<file path="src/rtl/ecc_58_pkg.sv">
// Shared types for the 58-bit ECC error logger.
// Holds the 2-bit error-type codes, the capture FSM encoding and a priority helper.
package ecc_58_pkg;

    // The codes are visible on first_type, so their values are fixed.
    typedef enum logic [1:0] {
        ERR_NONE  = 2'b00,
        ERR_SBIT  = 2'b01,
        ERR_DBIT  = 2'b10,
        ERR_FAULT = 2'b11
    } err_type_e;

    // The capture FSM either waits for a first error or holds one.
    typedef enum logic {
        ST_IDLE = 1'b0,
        ST_HELD = 1'b1
    } cap_state_e;

    // Collapse the detector flags into one type code.
    // Priority: fault, then dbit, then sbit.
    function automatic err_type_e err_prio(
        input logic sbit,
        input logic dbit,
        input logic fault
    );
        err_type_e t;
        t = ERR_NONE;
        if (fault) begin
            t = ERR_FAULT;
        end else if (dbit) begin
            t = ERR_DBIT;
        end else if (sbit) begin
            t = ERR_SBIT;
        end
        return t;
    endfunction

endpackage

</file>
<file path="src/rtl/ecc_58_sat_cnt.sv">
// Saturating event counter with synchronous clear and a threshold-crossing pulse.
// Ports: clk, rst_n, inc, clr, thresh -> cnt (registered), hit (combinational).
module ecc_58_sat_cnt
    import ecc_58_pkg::*;
#(
    parameter int CNT_WIDTH = 16
) (
    input  logic                 clk,
    input  logic                 rst_n,
    input  logic                 inc,
    input  logic                 clr,
    input  logic [CNT_WIDTH-1:0] thresh,
    output logic [CNT_WIDTH-1:0] cnt,
    output logic                 hit
);

    localparam logic [CNT_WIDTH-1:0] ONE = {{(CNT_WIDTH-1){1'b0}}, 1'b1};
    localparam logic [CNT_WIDTH-1:0] MAX = {CNT_WIDTH{1'b1}};

    logic [CNT_WIDTH-1:0] cnt_q;
    logic [CNT_WIDTH-1:0] cnt_d;
    logic                 adv;

    // Clear wins, but an event on the clearing cycle still counts once.
    // adv marks that this edge moves the count onto a new value.
    always_comb begin
        cnt_d = cnt_q;
        adv   = 1'b0;
        if (clr) begin
            cnt_d = inc ? ONE : '0;
            adv   = inc;
        end else if (inc && (cnt_q != MAX)) begin
            cnt_d = cnt_q + ONE;
            adv   = 1'b1;
        end
    end

    always_ff @(posedge clk or negedge rst_n) begin
        if (!rst_n) begin
            cnt_q <= '0;
        end else begin
            cnt_q <= cnt_d;
        end
    end

    // Fires only when the count advances onto the threshold.
    // A saturated counter no longer advances, so it cannot re-fire.
    assign hit = adv && (thresh != '0) && (cnt_d == thresh);
    assign cnt = cnt_q;

endmodule

</file>
<file path="src/rtl/ecc_58_err_log.sv">
// Error logger and interrupt stage after the 58-bit ECC detector on the FIFO read path.
// Ports: rd_vld/rd_addr/sbit_err/dbit_err/ecc_fault in, log_clr/irq_ack controls,
// sbit_cnt/dbit_cnt/fault_cnt, first_vld/first_type/first_addr, err_irq out.
// Optional macro ECC_58_ERR_LOG_SBIT_THRESH_EN adds sbit_thresh as an irq source.
module ecc_58_err_log
    import ecc_58_pkg::*;
#(
    parameter int ADDR_WIDTH = 6,
    parameter int CNT_WIDTH  = 16
) (
    input  logic                  clk,
    input  logic                  rst_n,
    input  logic                  rd_vld,
    input  logic [ADDR_WIDTH-1:0] rd_addr,
    input  logic                  sbit_err,
    input  logic                  dbit_err,
    input  logic                  ecc_fault,
    input  logic                  log_clr,
    input  logic                  irq_ack,
`ifdef ECC_58_ERR_LOG_SBIT_THRESH_EN
    input  logic [CNT_WIDTH-1:0]  sbit_thresh,
`endif
    output logic [CNT_WIDTH-1:0]  sbit_cnt,
    output logic [CNT_WIDTH-1:0]  dbit_cnt,
    output logic [CNT_WIDTH-1:0]  fault_cnt,
    output logic                  first_vld,
    output logic [1:0]            first_type,
    output logic [ADDR_WIDTH-1:0] first_addr,
    output logic                  err_irq
);

    logic                  sb_ev;
    logic                  db_ev;
    logic                  ft_ev;
    logic                  any_ev;
    err_type_e             ev_type;
    logic [CNT_WIDTH-1:0]  sb_thr;
    logic [2:0]            hit_w;
    logic                  irq_set;

    cap_state_e            state_q;
    cap_state_e            state_d;
    logic                  first_vld_q;
    logic                  first_vld_d;
    err_type_e             first_type_q;
    err_type_e             first_type_d;
    logic [ADDR_WIDTH-1:0] first_addr_q;
    logic [ADDR_WIDTH-1:0] first_addr_d;
    logic                  irq_q;
    logic                  irq_d;

    // Flags only count while the read is valid.
    assign sb_ev   = rd_vld & sbit_err;
    assign db_ev   = rd_vld & dbit_err;
    assign ft_ev   = rd_vld & ecc_fault;
    assign any_ev  = sb_ev | db_ev | ft_ev;
    assign ev_type = err_prio(sb_ev, db_ev, ft_ev);

`ifdef ECC_58_ERR_LOG_SBIT_THRESH_EN
    assign sb_thr = sbit_thresh;
`else
    assign sb_thr = '0;
`endif

    // Only the sbit counter has a threshold; the others are tied to zero,
    // so their hit outputs stay low and drop out of the irq set term.
    ecc_58_sat_cnt #(
        .CNT_WIDTH (CNT_WIDTH)
    ) u_sbit_cnt (
        .clk    (clk),
        .rst_n  (rst_n),
        .inc    (sb_ev),
        .clr    (log_clr),
        .thresh (sb_thr),
        .cnt    (sbit_cnt),
        .hit    (hit_w[0])
    );

    ecc_58_sat_cnt #(
        .CNT_WIDTH (CNT_WIDTH)
    ) u_dbit_cnt (
        .clk    (clk),
        .rst_n  (rst_n),
        .inc    (db_ev),
        .clr    (log_clr),
        .thresh ('0),
        .cnt    (dbit_cnt),
        .hit    (hit_w[1])
    );

    ecc_58_sat_cnt #(
        .CNT_WIDTH (CNT_WIDTH)
    ) u_fault_cnt (
        .clk    (clk),
        .rst_n  (rst_n),
        .inc    (ft_ev),
        .clr    (log_clr),
        .thresh ('0),
        .cnt    (fault_cnt),
        .hit    (hit_w[2])
    );

    // Capture FSM. A clear frees the capture first, so an event on the
    // same cycle is captured as the new first error.
    always_comb begin
        state_d      = state_q;
        first_vld_d  = first_vld_q;
        first_type_d = first_type_q;
        first_addr_d = first_addr_q;
        if (log_clr) begin
            state_d      = ST_IDLE;
            first_vld_d  = 1'b0;
            first_type_d = ERR_NONE;
            first_addr_d = '0;
        end
        if (any_ev && (log_clr || (state_q == ST_IDLE))) begin
            state_d      = ST_HELD;
            first_vld_d  = 1'b1;
            first_type_d = ev_type;
            first_addr_d = rd_addr;
        end
    end

    // A new irq source on the ack/clear cycle keeps the line high.
    assign irq_set = db_ev | ft_ev | (|hit_w);

    always_comb begin
        irq_d = irq_q;
        if (log_clr || irq_ack) begin
            irq_d = 1'b0;
        end
        if (irq_set) begin
            irq_d = 1'b1;
        end
    end

    always_ff @(posedge clk or negedge rst_n) begin
        if (!rst_n) begin
            state_q      <= ST_IDLE;
            first_vld_q  <= 1'b0;
            first_type_q <= ERR_NONE;
            first_addr_q <= '0;
            irq_q        <= 1'b0;
        end else begin
            state_q      <= state_d;
            first_vld_q  <= first_vld_d;
            first_type_q <= first_type_d;
            first_addr_q <= first_addr_d;
            irq_q        <= irq_d;
        end
    end

    assign first_vld  = first_vld_q;
    assign first_type = first_type_q;
    assign first_addr = first_addr_q;
    assign err_irq    = irq_q;

endmodule

</file>
<file path="config.mk">
export PLATFORM = sky130hd
export DESIGN_NAME = ecc_58_err_log
export DESIGN_NICKNAME = d
export VERILOG_FILES = /design/src/rtl/ecc_58_pkg.sv /design/src/rtl/ecc_58_sat_cnt.sv /design/src/rtl/ecc_58_err_log.sv
export SDC_FILE = /design/constraint.sdc
export NUM_CORES = 1
export LEC_CHECK = 0
export CAP_MARGIN = 25
export CORE_UTILIZATION = 50
export CTS_CLUSTER_SIZE = 20
export DETAILED_ROUTE_END_ITERATION = 16
export PLACE_DENSITY = 0.87
export SYNTH_ARGS = -nofsm -noshare
export SYNTH_HDL_FRONTEND = slang
export SYNTH_SLANG_ARGS = --single-unit
</file>
<file path="constraint.sdc">
create_clock -name clk -period 2.7 [get_ports clk]
set_clock_uncertainty 0.15 [all_clocks]
set_input_delay 0.27 -clock clk [delete_from_list [all_inputs] [get_ports clk]]
set_output_delay 0.27 -clock clk [all_outputs]
set_load 0.03 [all_outputs]
</file>
==> results by group, run 1 <==
Power and ir drop
  • Logic pwr share: 0.106
  • Sequential share of power: 0.438
  • Switching pwr: 528 uW
  • Switching share of total power: 0.251
  • Internal power: 1.57 mW
  • Power Density: 499 nW/um^2
  • P_leak: 1.59 nW
  • Max IR drop VDD: 0.303 mV
  • Clock share of power: 0.456
  • Overall power: 2.10 mW

Logic synthesis
  • Syn Inst Count: 339
  • Avg Synthesized Cell Area: 9.21 sq um
  • Most common library cells after synthesis: 58 x dfrtp_1, 33 x nand2_1, 32 x a21oi_1
  • Yosys top cell area share: 0.465
  • Area contributors post-synth: dfrtp_1 46%, a21oi_1 5.1%, or4_1 4.6%, o31ai_1 4.3%, nand2_1 4.0%
  • Ys Warns: 0
  • Post-synth EDFFs: 0
  • Async set or reset register ratio after synthesis: 1.00
  • Sequential area share after synthesis: 0.465
  • Synth Net Count: 356
  • Count of state elements after synthesis: 58
  • Area of the mapped netlist: 3120 sq um
  • Cell taking the most area after synthesis: dfrtp_1
  • Yosys cell types: 42
  • Main synth FF type: dfrtp_1
  • Top-count cell post-synth: dfrtp_1

Cells and area
  • Syn-to-layout area delta: 34.9%
  • Ant diodes: 0
  • Share of cells above drive strength 1: 0.0939
  • Total Nets Final: 438

Setup path
  • CP Max Fanout: 7
  • Worst reg-to-reg setup slack: 480 ps
  • Slowest stage delay, CP: 660 ps
  • Crit. path cell count: 4
  • Crit. Startpoint: u_fault_cnt.cnt[2]$_DFFE_PN0P_
  • RR Endpoint: u_fault_cnt.cnt[13]$_DFFE_PN0P_
  • Worst EP required: 2780 ps
  • CP endpoint kind: flop
  • Crit Path Category: reg2reg
  • Crit path cell chain: nand3_1 -> or4_1 -> nor4b_1 -> mux2_2
  • CP bufs+invs: 0
  • CP delay by family, top: simple AND/OR/NAND/NOR gates
  • Critical path endpoint: u_fault_cnt.cnt[13]$_DFFE_PN0P_
  • CP max-delay cell: or4_1
  • Worst r2r src: u_fault_cnt.cnt[2]$_DFFE_PN0P_
  • CP arrival: 2300 ps
  • Worst R2R Path Depth: 4
  • Setup crit start kind: flop

Floorplanning
  • Die ar.: 6560 sq um
  • Die X: 81.0 um
  • Row cnt: 28
  • Die Y: 81.0 um
  • Core box area: 5960 sq um
  • Initial Utilization: 0.524
  • # IOs: 72

Detailed routing
  • Avg WL per Cell: 16.5 um
  • Routed Antenna Nets: 0
  • DR vias: 3208
  • Remaining DRCs: 0
  • Initial DRT Pass Iterations: 4
  • Final wirelength: 8.27 mm
  • Initial DRC Count: 238
  • Via/cell ratio: 6.40

STA
  • Peak Freq: 0.451 GHz
  • Unrepaired setup endpoints after global routing: no
  • Part of the cycle the worst path needs: 0.821
  • Fin. max-slew vios: 0
  • Final hold vios: 0
  • Hold WS: 308 ps
  • Setup TNS: 0 ps
  • Relative slew slack: 0.509
  • Worst Tran Pin Value: 737 ps
  • Setup violations, final: 0
  • Post-route setup slack: 482 ps
  • Final Critical Period: 2220 ps

Min path
  • Hold wc startpoint: rd_addr[1]
  • Hold Crit Class: in2reg

Place
  • Pre-CTS worst setup slack: 183 ps
  • IO Port Bufs: 71
  • Placer congestion estimate: 0.855
  • DP Wirelength: 5.59 mm

Clocking
  • Max clock buf depth: 2
  • Worst-Skew Late Latency: 350 ps
  • CTS tree: built
  • # H-tree levels: 3
  • Clock Sinks: 58
  • Num CTS Buffers: 9
  • Reg clk slew, reported paths: 70 ps
  • Clk root buf: clkbuf_8

GRT
  • Initial antenna violation count: 0
  • Gr usage total: 0.272
  • Vias in the first global route: 2974
  • First-pass GRT wire length: 13.7 mm
  • Global route total overflow: 0
  • Maximum number of pins on one net before global-route repair: 59

Run
  • Max Cap Viol: 0

Outcome
  • Outcome: complete, no violations
[stage by stage]
stage | util | area (sq um) | instances
floorplan | - | 3120 | 339
global placement | 0.666 | 3960 | 484
detailed placement | 0.666 | 3960 | 484
CTS | 0.707 | 4210 | 501
global route | 0.707 | 4210 | 501
finish | 0.707 | 4210 | 501
[flip-flops by register name, summed over array words and instances, names as in the netlist]
name / cells
first_type: 2
u_fault_cnt.cnt: 16
u_dbit_cnt.cnt: 16
u_sbit_cnt.cnt: 16
first_addr: 6
err_irq: 1
first_vld: 1
[timing repair]
action	CTS	global route
resized for setup	0	0
hold buffers	1	0
buffers inserted	0	0
endpoints found under the hold margin	58	0
[metal layers]
metal | track usage | share of wire
met1 | 0.356 | 0.43
met2 | 0.424 | 0.49
met3 | 0.0584 | 0.059
met4 | 0.143 | 0.022
met5 | 0 | 0
[layout make-up]
| cell class | count | area, sq um |
|---|---|---|
| Fill cell | 478 | 1740 |
| Tap cell | 75 | 93.8 |
| Inverter | 12 | 45.0 |
| Sequential cell | 58 | 1450 |
| Clock buffer | 12 | 165 |
| Timing Repair Buffer | 85 | 813 |
| Multi-Input combinational cell | 255 | 1570 |
| Clock inverter | 4 | 72.6 |
[logic make-up after synthesis]
group,after synthesis,share of synthesized area
AO/OA/AOI/OAI,98,0.204
adder cells (fa/ha/maj),3,0.0120
buffers and inverters,26,0.0321
flip-flops,58,0.465
multiplexers,4,0.0136
AND/OR/NAND/NOR,150,0.273
[power by group through the flow]
stage               Sequential [mW]  Combinational, mW  Clock, mW
global route                  0.924              0.239       1.00
floorplan                     0.974             0.0646          0
global placement              0.934              0.217          0
finish                        0.921              0.222      0.959
CTS                           0.920              0.223      0.971
detailed placement            0.935              0.220          0
[tightest hold or removal path, cell delays in order]
cell             delay [ps]
clkdlybuf4s50_1         400
nand2_1                  60
nand2_1                  40
[worst min path at each step]
stage	to	slack, ps	depth (start not counted)
2_1_floorplan	err_irq$_DFFE_PN0P_	-180	0
3_3_place_gp	first_addr[3]$_DFFE_PN0P_	310	2
3_5_place_dp	first_addr[3]$_DFFE_PN0P_	310	2
4_1_cts	first_addr[3]$_DFFE_PN0P_	290	3
5_1_grt	first_addr[0]$_DFFE_PN0P_	330	3
6_report	first_addr[1]$_DFFE_PN0P_	310	3
[cell usage in the layout (no fill, tap or decap), types with 4 or more instances in the layout]
master,n
nor2_1,11
clkdlybuf4s50_1,70
nand4_1,15
inv_1,11
nor4_1,8
o31ai_1,18
and4_1,6
a31oi_1,4
dfrtp_1,58
o21ai_0,14
a21oi_1,32
o211ai_1,12
buf_4,13
nor3_1,8
and3_1,4
nand2_1,33
or4_1,19
or3_1,12
o41ai_1,4
clkbuf_8,12
nand3_1,20
Note: power is estimated with default switching activity, not from simulation.
==> run 2: changes to the inputs <==
--- a/config.mk
+++ b/config.mk
@@ -6,10 +6,10 @@
 export NUM_CORES = 1
 export LEC_CHECK = 0
 export CAP_MARGIN = 25
-export CORE_UTILIZATION = 50
+export CORE_UTILIZATION = 45
 export CTS_CLUSTER_SIZE = 20
 export DETAILED_ROUTE_END_ITERATION = 16
-export PLACE_DENSITY = 0.87
+export PLACE_DENSITY = 0.83
 export SYNTH_ARGS = -nofsm -noshare
 export SYNTH_HDL_FRONTEND = slang
 export SYNTH_SLANG_ARGS = --single-unit
==> constraint.sdc (replaced) <==
create_clock -name clk -period 1.9 [get_ports clk]
set_clock_uncertainty 0.15 [all_clocks]
set_input_delay 0.19 -clock clk [delete_from_list [all_inputs] [get_ports clk]]
set_output_delay 0.19 -clock clk [all_outputs]
set_load 0.03 [all_outputs]
==> results by group, run 2 (synthesized netlist as in run 1, its figures left out) <==
GRT
  • Maximum number of pins on one net before global-route repair: 59 (unchanged)
  • Vias in the first global route: 3439 (+16%)
  • Gr usage total: 0.288 (+0.0154)
  • Global route total overflow: 0 (unchanged)
  • Initial antenna violation count: 0 (unchanged)
  • First-pass GRT wire length: 16.3 mm (+19%)

Min path
  • Hold Crit Class: in2async

Clocking
  • Clk root buf: clkbuf_8
  • Num CTS Buffers: 9 (unchanged)
  • CTS tree: built
  • # H-tree levels: 3 (unchanged)
  • Clock Sinks: 58 (unchanged)
  • Max clock buf depth: 2 (unchanged)
  • Worst-Skew Late Latency: 350 ps (about the same)
  • Reg clk slew, reported paths: 80 ps (about the same)

Cells and area
  • Finished Core Util: 0.776 (+0.0685)
  • Most common cell after layout, fill and taps aside: buf_4
  • Total Nets Final: 512 (+17%)
  • Most frequent cells in the layout: 80 x buf_4, 53 x clkdlybuf4s50_1, 37 x dfrtp_1, 32 x nand2_1, 29 x a21oi_1
  • Share of cells above drive strength 1: 0.324 (+0.230)
  • Ant diodes: 0 (unchanged)
  • Post-route insts no fill: 577 (+15%)
  • Syn-to-layout area delta: 62.3%

STA
  • Final hold vios: 0 (unchanged)
  • Part of the cycle the worst path needs: 1.07 (+0.246)
  • Unrepaired setup endpoints after global routing: yes
  • Worst Tran Pin Value: 467 ps (-269 ps)
  • Setup violations, final: 11 (+11)
  • Final Critical Period: 2030 ps (-190 ps)
  • Hold WS: 209 ps (-99.0 ps)
  • Relative slew slack: 0.686 (+0.177)
  • Setup TNS: -678 ps (-678 ps)
  • Post-route setup slack: -128 ps (-610 ps)
  • Fin. max-slew vios: 0 (unchanged)
  • Peak Freq: 0.493 GHz (+9.4%)

Detailed routing
  • Avg WL per Cell: 17.9 um (+8.4%)
  • Final wirelength: 10.3 mm (+25%)
  • Via/cell ratio: 6.32 (-1.4%)
  • Remaining DRCs: 0 (unchanged)
  • Initial DRC Count: 287 (+21%)
  • Routed Antenna Nets: 0 (unchanged)
  • Initial DRT Pass Iterations: 7 (+3)
  • DR vias: 3644 (+14%)

Setup path
  • Crit Path Category: reg2reg
  • Worst r2r src: u_fault_cnt.cnt[1]$_DFFE_PN0P_
  • Worst R2R Path Depth: 6 (+2)
  • Setup crit start kind: flop
  • CP arrival: 2160 ps (-140 ps)
  • CP bufs+invs: 1 (+1)
  • RR Endpoint: u_fault_cnt.cnt[10]$_DFFE_PN0P_
  • CP max-delay cell: or4_4
  • Slowest stage delay, CP: 490 ps (-170 ps)
  • Crit path cell chain: ha_4 -> nand4_1 -> buf_4 -> or3_4 -> or4_4 -> a21oi_2
  • CP Max Fanout: 4 (-3)
  • CP endpoint kind: flop
  • Worst EP required: 2030 ps (-750 ps)
  • Worst reg-to-reg setup slack: -130 ps (-610 ps)
  • Crit. path cell count: 6 (+2)
  • CP delay by family, top: simple AND/OR/NAND/NOR gates

Floorplanning
  • Die X: 85.3 um (+5.3%)
  • Initial Utilization: 0.478 (-0.0462)
  • Core box area: 6530 sq um (+9.7%)
  • Die ar.: 7270 sq um (+11%)
  • Row cnt: 29 (+3.6%)
  • # IOs: 72 (unchanged)
  • Die Y: 85.3 um (+5.3%)

Power and ir drop
  • Max IR drop VDD: 0.584 mV (+93%)
  • Power Density: 646 nW/um^2 (+29%)
  • P_leak: 2.25 nW (+42%)

Place
  • Placed cell count: 548 (+13%)
  • DP Wirelength: 6.31 mm (+13%)
  • Placer congestion estimate: 0.873 (+2.1%)
  • IO Port Bufs: 71 (unchanged)

Outcome
  • Outcome: finished with violations
  • Failing checks: negative setup slack

Run
  • Max Cap Viol: 0 (unchanged)
==> run 2: final cells by class <==
type,count,area [sq um]
clock inverters,5,125
repair buffers,159,1440
well taps,77,96.3
fillers,410,1470
inverters,12,45.0
multi-input cells,255,1750
flip-flops and latches,58,1480
clock buffers,11,141
==> run 2: worst max-delay path by stage <==
stage	start	end	slack, ps
final	u_fault_cnt.cnt[1]$_DFFE_PN0P_	u_fault_cnt.cnt[10]$_DFFE_PN0P_	-130
after global routing	u_fault_cnt.cnt[1]$_DFFE_PN0P_	u_fault_cnt.cnt[10]$_DFFE_PN0P_	-170
after detailed placement	rd_vld	u_fault_cnt.cnt[15]$_DFFE_PN0P_	-410
after CTS	u_fault_cnt.cnt[0]$_DFFE_PN0P_	u_fault_cnt.cnt[15]$_DFFE_PN0P_	-120
after global placement	rd_vld	u_fault_cnt.cnt[15]$_DFFE_PN0P_	-360
after floorplan	u_fault_cnt.cnt[3]$_DFFE_PN0P_	u_fault_cnt.cnt[15]$_DFFE_PN0P_	-180
==> run 2: worst register-to-register path, stage by stage (launching register included) <==
cell and delay [ps]:
dfrtp_2 400, ha_4 140, nand4_1 120, buf_4 180
or3_4 330, or4_4 490, a21oi_2 130
==> run 2: metrics by stage <==
| step | total power [mW] | cell area, sq um | setup WS [ps] |
|---|---|---|---|
| floorplan | 1.48 | 3210 | -181 |
| global placement | 1.68 | 4530 | -359 |
| detailed placement | 1.69 | 4530 | -407 |
| finish | 3.27 | 5070 | -128 |
| global route | 3.37 | 5070 | -169 |
| CTS | 3.25 | 4900 | -117 |
==> run 2: routing by layer <==
| metal | up-vias | global-route usage | share of wire |
|---|---|---|---|
| met5 | - | 0 | 0 |
| met4 | 0 | 0.147 | 0.038 |
| met3 | 41 | 0.0652 | 0.072 |
| met2 | 185 | 0.476 | 0.50 |
| met1 | 1777 | 0.355 | 0.39 |
| li1 | 1641 | - | - |
==> run 2: what timing repair did <==
action / CTS / global route
gates cloned: 0 / 1
gates resized for setup: 15 / 32
setup endpoints to repair: 18 / 41
setup buffers: 7 / 4
hold buffers: 1 / 0
endpoints found under the hold margin: 58 / 0
pin swaps: 5 / 10
==> run 2: where the power goes <==
part | total [mW] | switching (mW) | internal, mW
logic | 0.401 | 0.232 | 0.169
clock network | 1.58 | 0.538 | 1.04
registers | 1.29 | 0.0259 | 1.27
total | 3.27 | 0.796 | 2.48
